## src/rtl/sprite_pkg.sv

```systemverilog
// rtl/sprite_pkg.sv - shared state encodings and control bit positions for the sprite actor.
package sprite_pkg;

  typedef enum logic [1:0] {
    Y_IDLE = 2'd0,
    Y_JUMP = 2'd1,
    Y_FALL = 2'd2
  } movey_t;

  typedef enum logic [1:0] {
    X_IDLE  = 2'd0,
    X_LEFT  = 2'd1,
    X_RIGHT = 2'd2
  } movex_t;

  localparam int CTRL_LEFT  = 0;
  localparam int CTRL_RIGHT = 1;
  localparam int CTRL_JUMP  = 4;

endpackage

```

## src/rtl/sprite_anim_seq.sv

```systemverilog
// rtl/sprite_anim_seq.sv - walk/jump animation step sequencer and frame ROM base address.
module sprite_anim_seq #(
  parameter int FRAMES           = 3,
  parameter int ANIM_PERIOD      = 16,
  parameter int JUMP_ANIM_PERIOD = 2,
  parameter int SPR_W            = 19,
  parameter int SPR_H            = 27,
  parameter int ADDRW            = 11
) (
  input  logic             i_clk_pix,
  input  logic             i_rst_n,
  input  logic             i_frame,
  input  logic             i_moving,
  input  logic             i_airborne,
  output logic [ADDRW-1:0] o_base_addr
);

  localparam int STEPS = 2 * (FRAMES - 1);
  localparam int SW    = (STEPS > 1) ? $clog2(STEPS) : 1;
  localparam int PMAX  = (ANIM_PERIOD > JUMP_ANIM_PERIOD) ? ANIM_PERIOD : JUMP_ANIM_PERIOD;
  localparam int CW    = $clog2(PMAX + 1);

  logic [CW-1:0]    cnt_q, cnt_d, period_last;
  logic [SW-1:0]    step_q, step_d;
  logic [ADDRW-1:0] addr_d;

  always_comb begin
    cnt_d       = cnt_q;
    step_d      = step_q;
    period_last = i_airborne ? CW'(JUMP_ANIM_PERIOD - 1) : CW'(ANIM_PERIOD - 1);
    if (!i_moving) begin
      cnt_d  = '0;
      step_d = '0;
    end else if (cnt_q >= period_last) begin
      // >= catches a count left over from the longer grounded period on take-off
      cnt_d  = '0;
      step_d = (step_q == SW'(STEPS - 1)) ? '0 : step_q + 1'b1;
    end else begin
      cnt_d = cnt_q + 1'b1;
    end
    addr_d = step_d[0] ? ADDRW'((int'(step_d >> 1) + 1) * SPR_W * SPR_H) : '0;
  end

  always_ff @(posedge i_clk_pix) begin
    if (!i_rst_n) begin
      cnt_q       <= '0;
      step_q      <= '0;
      o_base_addr <= '0;
    end else if (i_frame) begin
      cnt_q       <= cnt_d;
      step_q      <= step_d;
      o_base_addr <= addr_d;
    end
  end

endmodule

```

## src/rtl/sprite_actor.sv

```systemverilog
// rtl/sprite_actor.sv - per-frame X/Y motion FSMs, edge handling and landing detect for one actor.
module sprite_actor
  import sprite_pkg::*;
#(
  parameter int CORDW            = 16,
  parameter int H_RES            = 800,
  parameter int V_RES            = 600,
  parameter int SPR_W            = 19,
  parameter int SPR_H            = 27,
  parameter int SCALE_X          = 2,
  parameter int SCALE_Y          = 2,
  parameter int FRAMES           = 3,
  parameter int ANIM_PERIOD      = 16,
  parameter int JUMP_ANIM_PERIOD = 2,
  parameter int JUMP_FRAMES      = 20,
  parameter int MAX_FALL         = 12,
  parameter int EDGE_MODE        = 0,
  parameter int ADDRW            = $clog2(SPR_W * SPR_H * FRAMES)
) (
  input  logic                    i_clk_pix,
  input  logic                    i_rst_n,
  input  logic [5:0]              i_ctrl,
  input  logic                    i_frame,
  input  logic                    i_line,
  input  logic signed [CORDW-1:0] i_sy,
  input  logic [7:0]              i_speed,
  input  logic [CORDW-1:0]        i_floor,
  input  logic signed [CORDW-1:0] i_spawn_x,
  input  logic signed [CORDW-1:0] i_spawn_y,
  output logic signed [CORDW-1:0] o_sprx,
  output logic signed [CORDW-1:0] o_spry,
  output logic                    o_face,
  output logic [ADDRW-1:0]        o_base_addr,
  output logic                    o_spr_start,
  output logic [1:0]              o_state_y,
  output logic                    o_landed
);

  localparam int JW = $clog2(JUMP_FRAMES + 1);
  localparam int FW = $clog2(MAX_FALL + 1);
  localparam logic signed [CORDW-1:0] W_S    = CORDW'(SPR_W * SCALE_X);
  localparam logic signed [CORDW-1:0] H_S    = CORDW'(SPR_H * SCALE_Y);
  localparam logic signed [CORDW-1:0] HRES_S = CORDW'(H_RES);
  localparam logic signed [CORDW-1:0] VRES_S = CORDW'(V_RES);
  localparam logic signed [CORDW-1:0] XMAX_S = CORDW'(H_RES - SPR_W * SCALE_X);
  localparam logic signed [CORDW-1:0] JF_S   = CORDW'(JUMP_FRAMES);

  movex_t                  x_q, x_d;
  movey_t                  y_q, y_d;
  logic signed [CORDW-1:0] sprx_d, spry_d, x_new, fall_sum, floor_y, speed_s, jump_step, v_s;
  logic                    face_d, landed_d;
  logic [JW-1:0]           cnt_jump_q, cnt_jump_d;
  logic [FW-1:0]           cnt_fall_q, cnt_fall_d, v;
  logic                    moving, airborne;
  logic                    ctrl_unused;

  assign ctrl_unused = ^{i_ctrl[5], i_ctrl[3:2]};
  assign floor_y     = VRES_S - $signed(i_floor) - H_S;
  assign speed_s     = $signed({{(CORDW-8){1'b0}}, i_speed});
  assign jump_step   = JF_S - $signed({{(CORDW-JW){1'b0}}, cnt_jump_q});
  assign v           = (cnt_fall_q < FW'(MAX_FALL)) ? cnt_fall_q : FW'(MAX_FALL);
  assign v_s         = $signed({{(CORDW-FW){1'b0}}, v});
  assign fall_sum    = o_spry + v_s;

  always_comb begin
    x_d        = x_q;
    y_d        = y_q;
    sprx_d     = o_sprx;
    spry_d     = o_spry;
    face_d     = o_face;
    cnt_jump_d = cnt_jump_q;
    cnt_fall_d = cnt_fall_q;
    landed_d   = 1'b0;
    x_new      = o_sprx;
    if (i_frame) begin
      if (i_ctrl[CTRL_RIGHT])     x_d = X_RIGHT;
      else if (i_ctrl[CTRL_LEFT]) x_d = X_LEFT;
      else                        x_d = X_IDLE;

      case (x_d)
        X_RIGHT: begin x_new = o_sprx + speed_s; face_d = 1'b0; end
        X_LEFT:  begin x_new = o_sprx - speed_s; face_d = 1'b1; end
        default: x_new = o_sprx;
      endcase

      // Edge handling only on movement so an idle actor keeps an off-range spawn
      if (x_d != X_IDLE) begin
        sprx_d = x_new;
        if (EDGE_MODE == 0) begin
          if (x_new > HRES_S)    sprx_d = -W_S;
          else if (x_new < -W_S) sprx_d = HRES_S;
        end else begin
          if (x_new[CORDW-1])    sprx_d = '0;
          else if (x_new > XMAX_S) sprx_d = XMAX_S;
        end
      end

      case (y_q)
        Y_IDLE: begin
          if (i_ctrl[CTRL_JUMP]) begin
            y_d        = Y_JUMP;
            cnt_jump_d = '0;
          end else if (o_spry < floor_y) begin
            y_d        = Y_FALL;
            cnt_fall_d = '0;
          end else begin
            spry_d = floor_y;
          end
        end
        Y_JUMP: begin
          spry_d = o_spry - jump_step;
          if (cnt_jump_q == JW'(JUMP_FRAMES - 1)) begin
            y_d        = Y_FALL;
            cnt_fall_d = '0;
          end else begin
            cnt_jump_d = cnt_jump_q + 1'b1;
          end
        end
        Y_FALL: begin
          if (fall_sum >= floor_y) begin
            spry_d   = floor_y;
            y_d      = Y_IDLE;
            landed_d = 1'b1;
          end else begin
            spry_d = fall_sum;
            if (cnt_fall_q < FW'(MAX_FALL)) cnt_fall_d = cnt_fall_q + 1'b1;
          end
        end
        default: y_d = Y_FALL;
      endcase
    end
  end

  always_ff @(posedge i_clk_pix) begin
    if (!i_rst_n) begin
      x_q        <= X_IDLE;
      y_q        <= Y_FALL;
      o_sprx     <= i_spawn_x;
      o_spry     <= i_spawn_y;
      o_face     <= 1'b0;
      cnt_jump_q <= '0;
      cnt_fall_q <= '0;
      o_landed   <= 1'b0;
    end else begin
      x_q        <= x_d;
      y_q        <= y_d;
      o_sprx     <= sprx_d;
      o_spry     <= spry_d;
      o_face     <= face_d;
      cnt_jump_q <= cnt_jump_d;
      cnt_fall_q <= cnt_fall_d;
      o_landed   <= landed_d;
    end
  end

  assign moving      = (x_d != X_IDLE) || (y_d != Y_IDLE);
  assign airborne    = (y_d != Y_IDLE);
  assign o_state_y   = y_q;
  assign o_spr_start = i_line && (i_sy == o_spry);

  sprite_anim_seq #(
    .FRAMES          (FRAMES),
    .ANIM_PERIOD     (ANIM_PERIOD),
    .JUMP_ANIM_PERIOD(JUMP_ANIM_PERIOD),
    .SPR_W           (SPR_W),
    .SPR_H           (SPR_H),
    .ADDRW           (ADDRW)
  ) u_anim (
    .i_clk_pix  (i_clk_pix),
    .i_rst_n    (i_rst_n),
    .i_frame    (i_frame),
    .i_moving   (moving),
    .i_airborne (airborne),
    .o_base_addr(o_base_addr)
  );

endmodule

```

## config.mk

```make
export PLATFORM = sky130hd
export DESIGN_NAME = sprite_actor
export DESIGN_NICKNAME = d
export VERILOG_FILES = /design/src/rtl/sprite_pkg.sv /design/src/rtl/sprite_anim_seq.sv /design/src/rtl/sprite_actor.sv
export SDC_FILE = /design/constraint.sdc
export NUM_CORES = 1
export LEC_CHECK = 0
export BUFFER_PORTS_ARGS = -buffer_cell sky130_fd_sc_hd__buf_4
export CAP_MARGIN = 0
export CORE_MARGIN = 2
export CORE_UTILIZATION = 52
export CTS_CLUSTER_SIZE = 24
export DETAILED_ROUTE_END_ITERATION = 16
export MAX_ROUTING_LAYER = met4
export PLACE_DENSITY_LB_ADDON = 0.05
export SETUP_SLACK_MARGIN = 0.02
export SLEW_MARGIN = 10
export SYNTH_ARGS = -nofsm -noshare
export SYNTH_HDL_FRONTEND = slang
export SYNTH_HIERARCHICAL = 1
export SYNTH_SLANG_ARGS = --single-unit
```

## constraint.sdc

```tcl
create_clock -name i_clk_pix -period 7.7 [get_ports i_clk_pix]
set_input_delay 1.54 -clock i_clk_pix [delete_from_list [all_inputs] [get_ports i_clk_pix]]
set_output_delay 1.54 -clock i_clk_pix [all_outputs]
set_load 0.03 [all_outputs]
```

==> After elaboration in Yosys (flattened, before gate mapping) <==
Index checks and enable logic that the tools add are counted.
{ "totals": {"inputBits": 82, "output_inout_bits": 48, "register_bits": 65, "elab_cells": 107} }
{ "classes": {"n_mul": 2, "reduce_logical": 15, "n_eq_ne": 19, "muxes": 42, "addsub": 12, "order_cmp": 6} }
{ "ops": {"columns": ["op", "count"], "rows": [
  ["$mux 16", 11],
  ["$pmux 16 s3", 1],
  ["$mul 32x6->11 const B", 1],
  ["$mul 32x6->32 const B", 1],
  ["$pmux 16 s2", 1],
  ["$mux 4", 7],
  ["$mux 2", 11],
  ["$mux 5", 4],
  ["$add 16x5->16", 1],
  ["$add 16x9->16", 1],
  ["$eq 16x16->1", 1],
  ["$ge 16x16->1", 1],
  ["$gt 16x11->1 const B", 1],
  ["$lt 16x16->1", 1],
  ["$lt 16x7->1 const B", 1],
  ["$sub 11x16->16 const A", 1],
  ["$sub 16x6->16", 1],
  ["$sub 16x7->16 const B", 1],
  ["$sub 16x9->16", 1],
  ["$ne 2x2->1 const B", 7],
  ["$pmux 4 s3", 1],
  ["$mux 11", 1],
  ["$add 5x1->5 const B", 2],
  ["$pmux 5 s2", 1],
  ["other kinds (24)", 36]
]} }

==> Longest topological paths before layout <==
{ "logic_depth": {"depth_word": 16, "mapped_depth": 22, "ltp_nobuf": 22} }

==> Cells and area by module <==
Netlist, hierarchy kept.
{ "by_module_without_submodules": {"columns": ["module", "area_per_inst_um2", "cells_each", "instances"], "rows": [
  ["sprite_actor", 6304.8, 768, 1],
  ["sprite_anim_seq", 596.8, 68, 1]
]} }

==> Worst setup path before layout <==
Ideal clock, no wire load.
{ "synth_timing": {"path_type": "in2reg", "start": "input port i_floor[0]", "end": "register u_anim.cnt_q[4]", "n_path_buf": 0, "setup_ns": 0.070, "arrival_ns": 6.077, "setup_slack_ns": 1.553, "cell_stages": 19, "required_time_ns": 7.630, "path_cell_list": "a2111o_1 > a2111oi_4 > o21bai_1 > nor3_1 > xnor2_1 > inv_1 > ha_1 > a21o_1 > a2111oi_0 > and2_1 > a211o_1 > o211ai_1 > a221oi_1 > nor2_1 > ha_1 > a211o_1 > a211o_1 > or3_1 > a21boi_1"} }
{ "synth_between": {"elab_chain_len": 12} }
{ "synth_lines": {"columns": ["element", "line", "source"], "rows": [
  ["from (decl)", "sprite_actor.sv:27", "input logic [CORDW-1:0] i_floor,"],
  ["$sub 11x16->16 *", "sprite_actor.sv:58", "assign floor_y = VRES_S - $signed(i_floor) - H_S;"],
  ["$sub 16x7->16 *", "sprite_actor.sv:58", null],
  ["$lt 16x16->1", "sprite_actor.sv:103", "end else if (o_spry < floor_y) begin"],
  ["$mux 2", "sprite_actor.sv:103", null],
  ["$mux 2", "sprite_actor.sv:100", "if (i_ctrl[CTRL_JUMP]) begin"],
  ["$pmux 2 s3 *", "sprite_actor.sv:98", "case (y_q)"],
  ["$mux 2 *", "sprite_actor.sv:75", "if (i_frame) begin"],
  ["$reduce_bool 2->1 *", "sprite_actor.sv:157", "assign airborne = (y_d != Y_IDLE);"],
  ["net airborne", "sprite_actor.sv:54", "logic moving, airborne;"],
  ["$mux 4", "sprite_anim_seq.sv:30", "period_last = i_airborne ? CW'(JUMP_ANIM_PERIOD - 1) : CW'(ANIM_PERIOD - 1);"],
  ["$ge 5x5->1", "sprite_anim_seq.sv:34", "end else if (cnt_q >= period_last) begin"],
  ["$mux 5", "sprite_anim_seq.sv:34", null],
  ["$mux 5 *", "sprite_anim_seq.sv:31", "if (!i_moving) begin"],
  ["to (signal assigned)", "sprite_anim_seq.sv:50", "cnt_q <= cnt_d;"],
  ["to (decl)", "sprite_anim_seq.sv:23", "logic [CW-1:0] cnt_q, cnt_d, period_last;"]
]} }
Mark *: on every way through the listed nets, which the timed path passes. The rest lies on a longest branch.
A chain may end at the register's enable or synchronous reset.

==> Worst setup path after layout <==
Same ends and word-level chain as after synthesis.

==> report_table.html <==
<table>
<tr><th>Metric</th><th>Value</th></tr>
<tr><th colspan="2">Pwr</th></tr>
<tr><td>IR drop worst, VDD</td><td>0.112 mV</td></tr>
<tr><td>Pwr/cell area</td><td>220 nW/um2</td></tr>
<tr><td>Tot Pwr</td><td>1.77 mW</td></tr>
<tr><td>Leak Pwr</td><td>3.44 nW</td></tr>
<tr><th colspan="2">Synth</th></tr>
<tr><td>Syn Inst Count</td><td>836</td></tr>
<tr><td>Top cells by area in the synthesized netlist</td><td>sky130_fd_sc_hd__ha_1 15%, sky130_fd_sc_hd__edfxtp_1 14%, sky130_fd_sc_hd__dfxtp_1 7.0%, sky130_fd_sc_hd__xnor2_1 5.1%, sky130_fd_sc_hd__a21oi_1 4.6%</td></tr>
<tr><td>Proportion of synthesized chip area in sequential cells</td><td>0.209</td></tr>
<tr><td>Post-Syn Area per Cell</td><td>8.26 um2</td></tr>
<tr><td>Seq cells post-synth</td><td>56</td></tr>
<tr><td>Warning count from the yosys run</td><td>6</td></tr>
<tr><td>Most used DFF post-synth</td><td>sky130_fd_sc_hd__edfxtp_1</td></tr>
<tr><td>Most instantiated library cell after synthesis</td><td>sky130_fd_sc_hd__ha_1</td></tr>
<tr><td>Top cell type's share of synthesized area</td><td>0.147</td></tr>
<tr><td>Cell area after synthesis</td><td>6900 um2</td></tr>
<tr><td>Asr flop ratio synth</td><td>0</td></tr>
<tr><td>Synth area leader</td><td>sky130_fd_sc_hd__ha_1</td></tr>
<tr><td>Most frequent cells after synthesis</td><td>81 x sky130_fd_sc_hd__ha_1, 68 x sky130_fd_sc_hd__nor2_1, 63 x sky130_fd_sc_hd__a21oi_1, 63 x sky130_fd_sc_hd__nand2_1, 40 x sky130_fd_sc_hd__xnor2_1</td></tr>
<tr><td>Number of enable flip-flop cells after synthesis</td><td>32</td></tr>
<tr><td>Post-synth cell types</td><td>87</td></tr>
<tr><th colspan="2">STA</th></tr>
<tr><td>Count of endpoints failing hold in the final timing report</td><td>0</td></tr>
<tr><td>Setup TNS after final layout</td><td>0 ps</td></tr>
<tr><td>Time the worst path needs with I/O delays and setup</td><td>6820 ps</td></tr>
<tr><td>Highest clock rate</td><td>147 MHz</td></tr>
<tr><td>Relative slew slack</td><td>0.246</td></tr>
<tr><td>Setup repair after global routing missed its margin</td><td>false</td></tr>
<tr><td>PnR worst setup slack</td><td>875 ps</td></tr>
<tr><td>Final Max Slew Viols</td><td>0</td></tr>
<tr><td>Worst-margin pin slew</td><td>1130 ps</td></tr>
<tr><td>Clock skew</td><td>13.7 ps</td></tr>
<tr><td>Count of endpoints failing setup in the final report</td><td>0</td></tr>
<tr><td>Share of the clock period used by the worst path after layout</td><td>0.886</td></tr>
<tr><th colspan="2">Setup path</th></tr>
<tr><td>Required @ worst endpoint</td><td>7940 ps</td></tr>
<tr><td>End of the worst register-to-register path</td><td>u_anim/cnt_q[4]</td></tr>
<tr><td>Arrival time at the worst endpoint</td><td>7070 ps</td></tr>
<tr><td>Crit Path Class</td><td>in2reg</td></tr>
<tr><td>Depth of the most critical reg-to-reg path</td><td>22</td></tr>
<tr><td>FF-to-FF Start</td><td>cnt_fall_q[1]</td></tr>
<tr><td>Reg-to-reg setup timing slack</td><td>1610 ps</td></tr>
<tr><td>Critical path peak fanout</td><td>9</td></tr>
<tr><td>Kind of launch point of the worst setup path</td><td>input port</td></tr>
<tr><td>Nature of the critical path endpoint</td><td>flop</td></tr>
<tr><th colspan="2">Hold path</th></tr>
<tr><td>Min-Delay Endpoint</td><td>x_q[1]</td></tr>
<tr><td>Worst Hold Launch</td><td>x_q[1]</td></tr>
<tr><td>Cell count of the worst hold path</td><td>2</td></tr>
<tr><td>Min-delay worst type</td><td>reg2reg</td></tr>
<tr><th colspan="2">Clock tree</th></tr>
<tr><td>Clock Sinks</td><td>56</td></tr>
<tr><td>Number of buffers added by the clock tree synthesis step</td><td>5</td></tr>
<tr><td>Post-CTS setup-driven buffer insertion count</td><td>0</td></tr>
<tr><td>CTS tree</td><td>done</td></tr>
<tr><td>Max H-tree Level</td><td>2</td></tr>
<tr><td>Clock Latency Late Sink</td><td>320 ps</td></tr>
<tr><td>Count of cells resized by post-cts repair</td><td>0</td></tr>
<tr><td>Clk slew on worst S/H paths</td><td>80 ps</td></tr>
<tr><td>Clock root buffer</td><td>sky130_fd_sc_hd__clkbuf_16</td></tr>
<tr><td>CTS max path bufs</td><td>2</td></tr>
<tr><td>Number of buffers added to fix hold violations after cts</td><td>0</td></tr>
<tr><th colspan="2">Layout</th></tr>
<tr><td>Area used by multi-input combinational logic</td><td>5180 um2</td></tr>
<tr><td>Antenna diode count</td><td>0</td></tr>
<tr><td>Fraction of layout instances using a drive strength above 1</td><td>0.160</td></tr>
<tr><td>Final-layout fill cell count</td><td>1189</td></tr>
<tr><td>Post-synthesis to final-layout area growth</td><td>16.2%</td></tr>
<tr><td># nets final</td><td>1101</td></tr>
<tr><td>Reg area</td><td>1440 um2</td></tr>
<tr><th colspan="2">Detailed routing</th></tr>
<tr><td>Routed len/inst</td><td>19.2 um</td></tr>
<tr><td>Via density per instance</td><td>6.32</td></tr>
<tr><td>Remaining routing DRC violations</td><td>0</td></tr>
<tr><td>Remaining antenna violation count after routing</td><td>0</td></tr>
<tr><td>Number of design-rule violations left by the first detailed-router iteration</td><td>778</td></tr>
<tr><td>Wire length after detailed routing</td><td>21400 um</td></tr>
<tr><td>Via count of the routed design</td><td>7024</td></tr>
<tr><td>First-pass iteration count of the detailed router</td><td>5</td></tr>
<tr><th colspan="2">Global route</th></tr>
<tr><td>Final global-route overflow total</td><td>0</td></tr>
<tr><td>Largest net degree at the start of global routing</td><td>74</td></tr>
<tr><td>Global-route wire length before repair</td><td>34100 um</td></tr>
<tr><td>Via count of the first global-routing pass</td><td>6543</td></tr>
<tr><td>Initial antenna violation count</td><td>0</td></tr>
<tr><td>Total global routing track utilization</td><td>0.306</td></tr>
<tr><th colspan="2">Floorplan</th></tr>
<tr><td>Full die area</td><td>14200 um2</td></tr>
<tr><td>I/O pin count</td><td>130</td></tr>
<tr><td>Placeable core region</td><td>13100 um2</td></tr>
<tr><td>Die Span X</td><td>119 um</td></tr>
<tr><td>Initial standard-cell utilization of the core</td><td>0.527</td></tr>
<tr><td>Die Height</td><td>119 um</td></tr>
<tr><td>Number of standard-cell rows in the floorplan</td><td>42</td></tr>
<tr><th colspan="2">Place</th></tr>
<tr><td>Estimated wirelength of the detail-placed design</td><td>16300 um</td></tr>
<tr><td>Routability Congestion</td><td>0.939</td></tr>
<tr><td>Setup slack at placement</td><td>693 ps</td></tr>
<tr><td>Number of port buffers</td><td>119</td></tr>
<tr><th colspan="2">Flow run</th></tr>
<tr><td>Max Cap Violations</td><td>0</td></tr>
<tr><th colspan="2">Run status</th></tr>
<tr><td>Outcome</td><td>finished, final reports clean</td></tr>
</table>
cell type report:
class	count	share of cell area
Multi-Input combinational cell	720	0.646
Sequential cell	56	0.180
Timing Repair Buffer	122	0.114
Tap cell	176	0.0274
Clock buffer	5	0.0156
Inverter	30	0.0140
Clock inverter	3	0.00359
report_power, final:
part,switching (mW),internal [mW]
combinational,0.633,0.421
sequential,0.0762,0.373
clock,0.138,0.126
total,0.847,0.920
stage by stage:
stage	std cells	cell area (um2)	hold WS, ps	utilization
final	1112	8020	483	0.613
after floorplan	842	6920	450	-
after global routing	1112	8020	525	0.613
after CTS	1112	8020	491	0.613
after detailed placement	1104	7870	478	0.601
after global placement	1104	7870	458	0.601
worst max path at each step:
stage                      endpoint  slack, ps  cells past startpoint       start
finish              u_anim/cnt_q[4]        880                     20  i_floor[0]
global route        u_anim/cnt_q[4]        470                     21  i_floor[0]
CTS                 u_anim/cnt_q[4]        980                     21  i_floor[0]
detailed placement  u_anim/cnt_q[4]        690                     21  i_floor[0]
global placement    u_anim/cnt_q[4]        770                     20  i_floor[0]
floorplan           u_anim/cnt_q[4]       1550                     19  i_floor[0]
registers in the layout, indices dropped and copies added (netlist names):
name	flops
o_sprx	16
o_spry	16
u_anim/step_q	2
o_state_y	2
o_face	1
cnt_fall_q	4
u_anim/o_base_addr	2
x_q	2
cnt_jump_q	5
u_anim/cnt_q	5
o_landed	1
worst max-delay path: stages:
cell	delay (ps)
sky130_fd_sc_hd__buf_4	140
sky130_fd_sc_hd__a2111o_1	490
sky130_fd_sc_hd__a2111oi_4	480
sky130_fd_sc_hd__o21bai_1	190
sky130_fd_sc_hd__nor3_1	250
sky130_fd_sc_hd__xor2_1	360
sky130_fd_sc_hd__ha_1	230
sky130_fd_sc_hd__nand4_1	180
sky130_fd_sc_hd__nor4_1	380
sky130_fd_sc_hd__nor3b_1	100
sky130_fd_sc_hd__o211ai_1	140
sky130_fd_sc_hd__o21a_1	380
sky130_fd_sc_hd__o21ai_0	170
sky130_fd_sc_hd__a221oi_1	370
sky130_fd_sc_hd__nor2_1	130
sky130_fd_sc_hd__ha_1	310
sky130_fd_sc_hd__a211o_1	330
sky130_fd_sc_hd__a211o_1	340
sky130_fd_sc_hd__or3_1	380
sky130_fd_sc_hd__a21boi_1	180
cells in the final DEF, fill, tap and decap left out, types with 24 or more instances in the layout:
cell and n:
sky130_fd_sc_hd__ha_1 81, sky130_fd_sc_hd__edfxtp_1 32, sky130_fd_sc_hd__dfxtp_1 24, sky130_fd_sc_hd__xor2_1 32, sky130_fd_sc_hd__inv_1 29, sky130_fd_sc_hd__a21o_1 25, sky130_fd_sc_hd__xnor2_1 40, sky130_fd_sc_hd__nand2_1 63
sky130_fd_sc_hd__buf_4 122, sky130_fd_sc_hd__o21ai_0 31, sky130_fd_sc_hd__nor2_1 68, sky130_fd_sc_hd__a21oi_1 63
kinds of logic after synthesis:
logic type                 synth area share
and+or+nand+nor                       0.215
buffers and inverters                0.0441
AOI/OAI and AO/OA                     0.270
adders and majority gates             0.156
muxes                                0.0118
DFF                                   0.209
other                              0.000543
xor gates and xnor gates             0.0937
layer usage:
layer	up-vias	global-route usage	routed length, um
li1	3348	-	-
met1	3363	0.435	9870
met2	289	0.468	9730
met3	24	0.0417	1500
met4	0	0.0618	284
met5	-	-	0
Power figures use the tool's default switching activity.
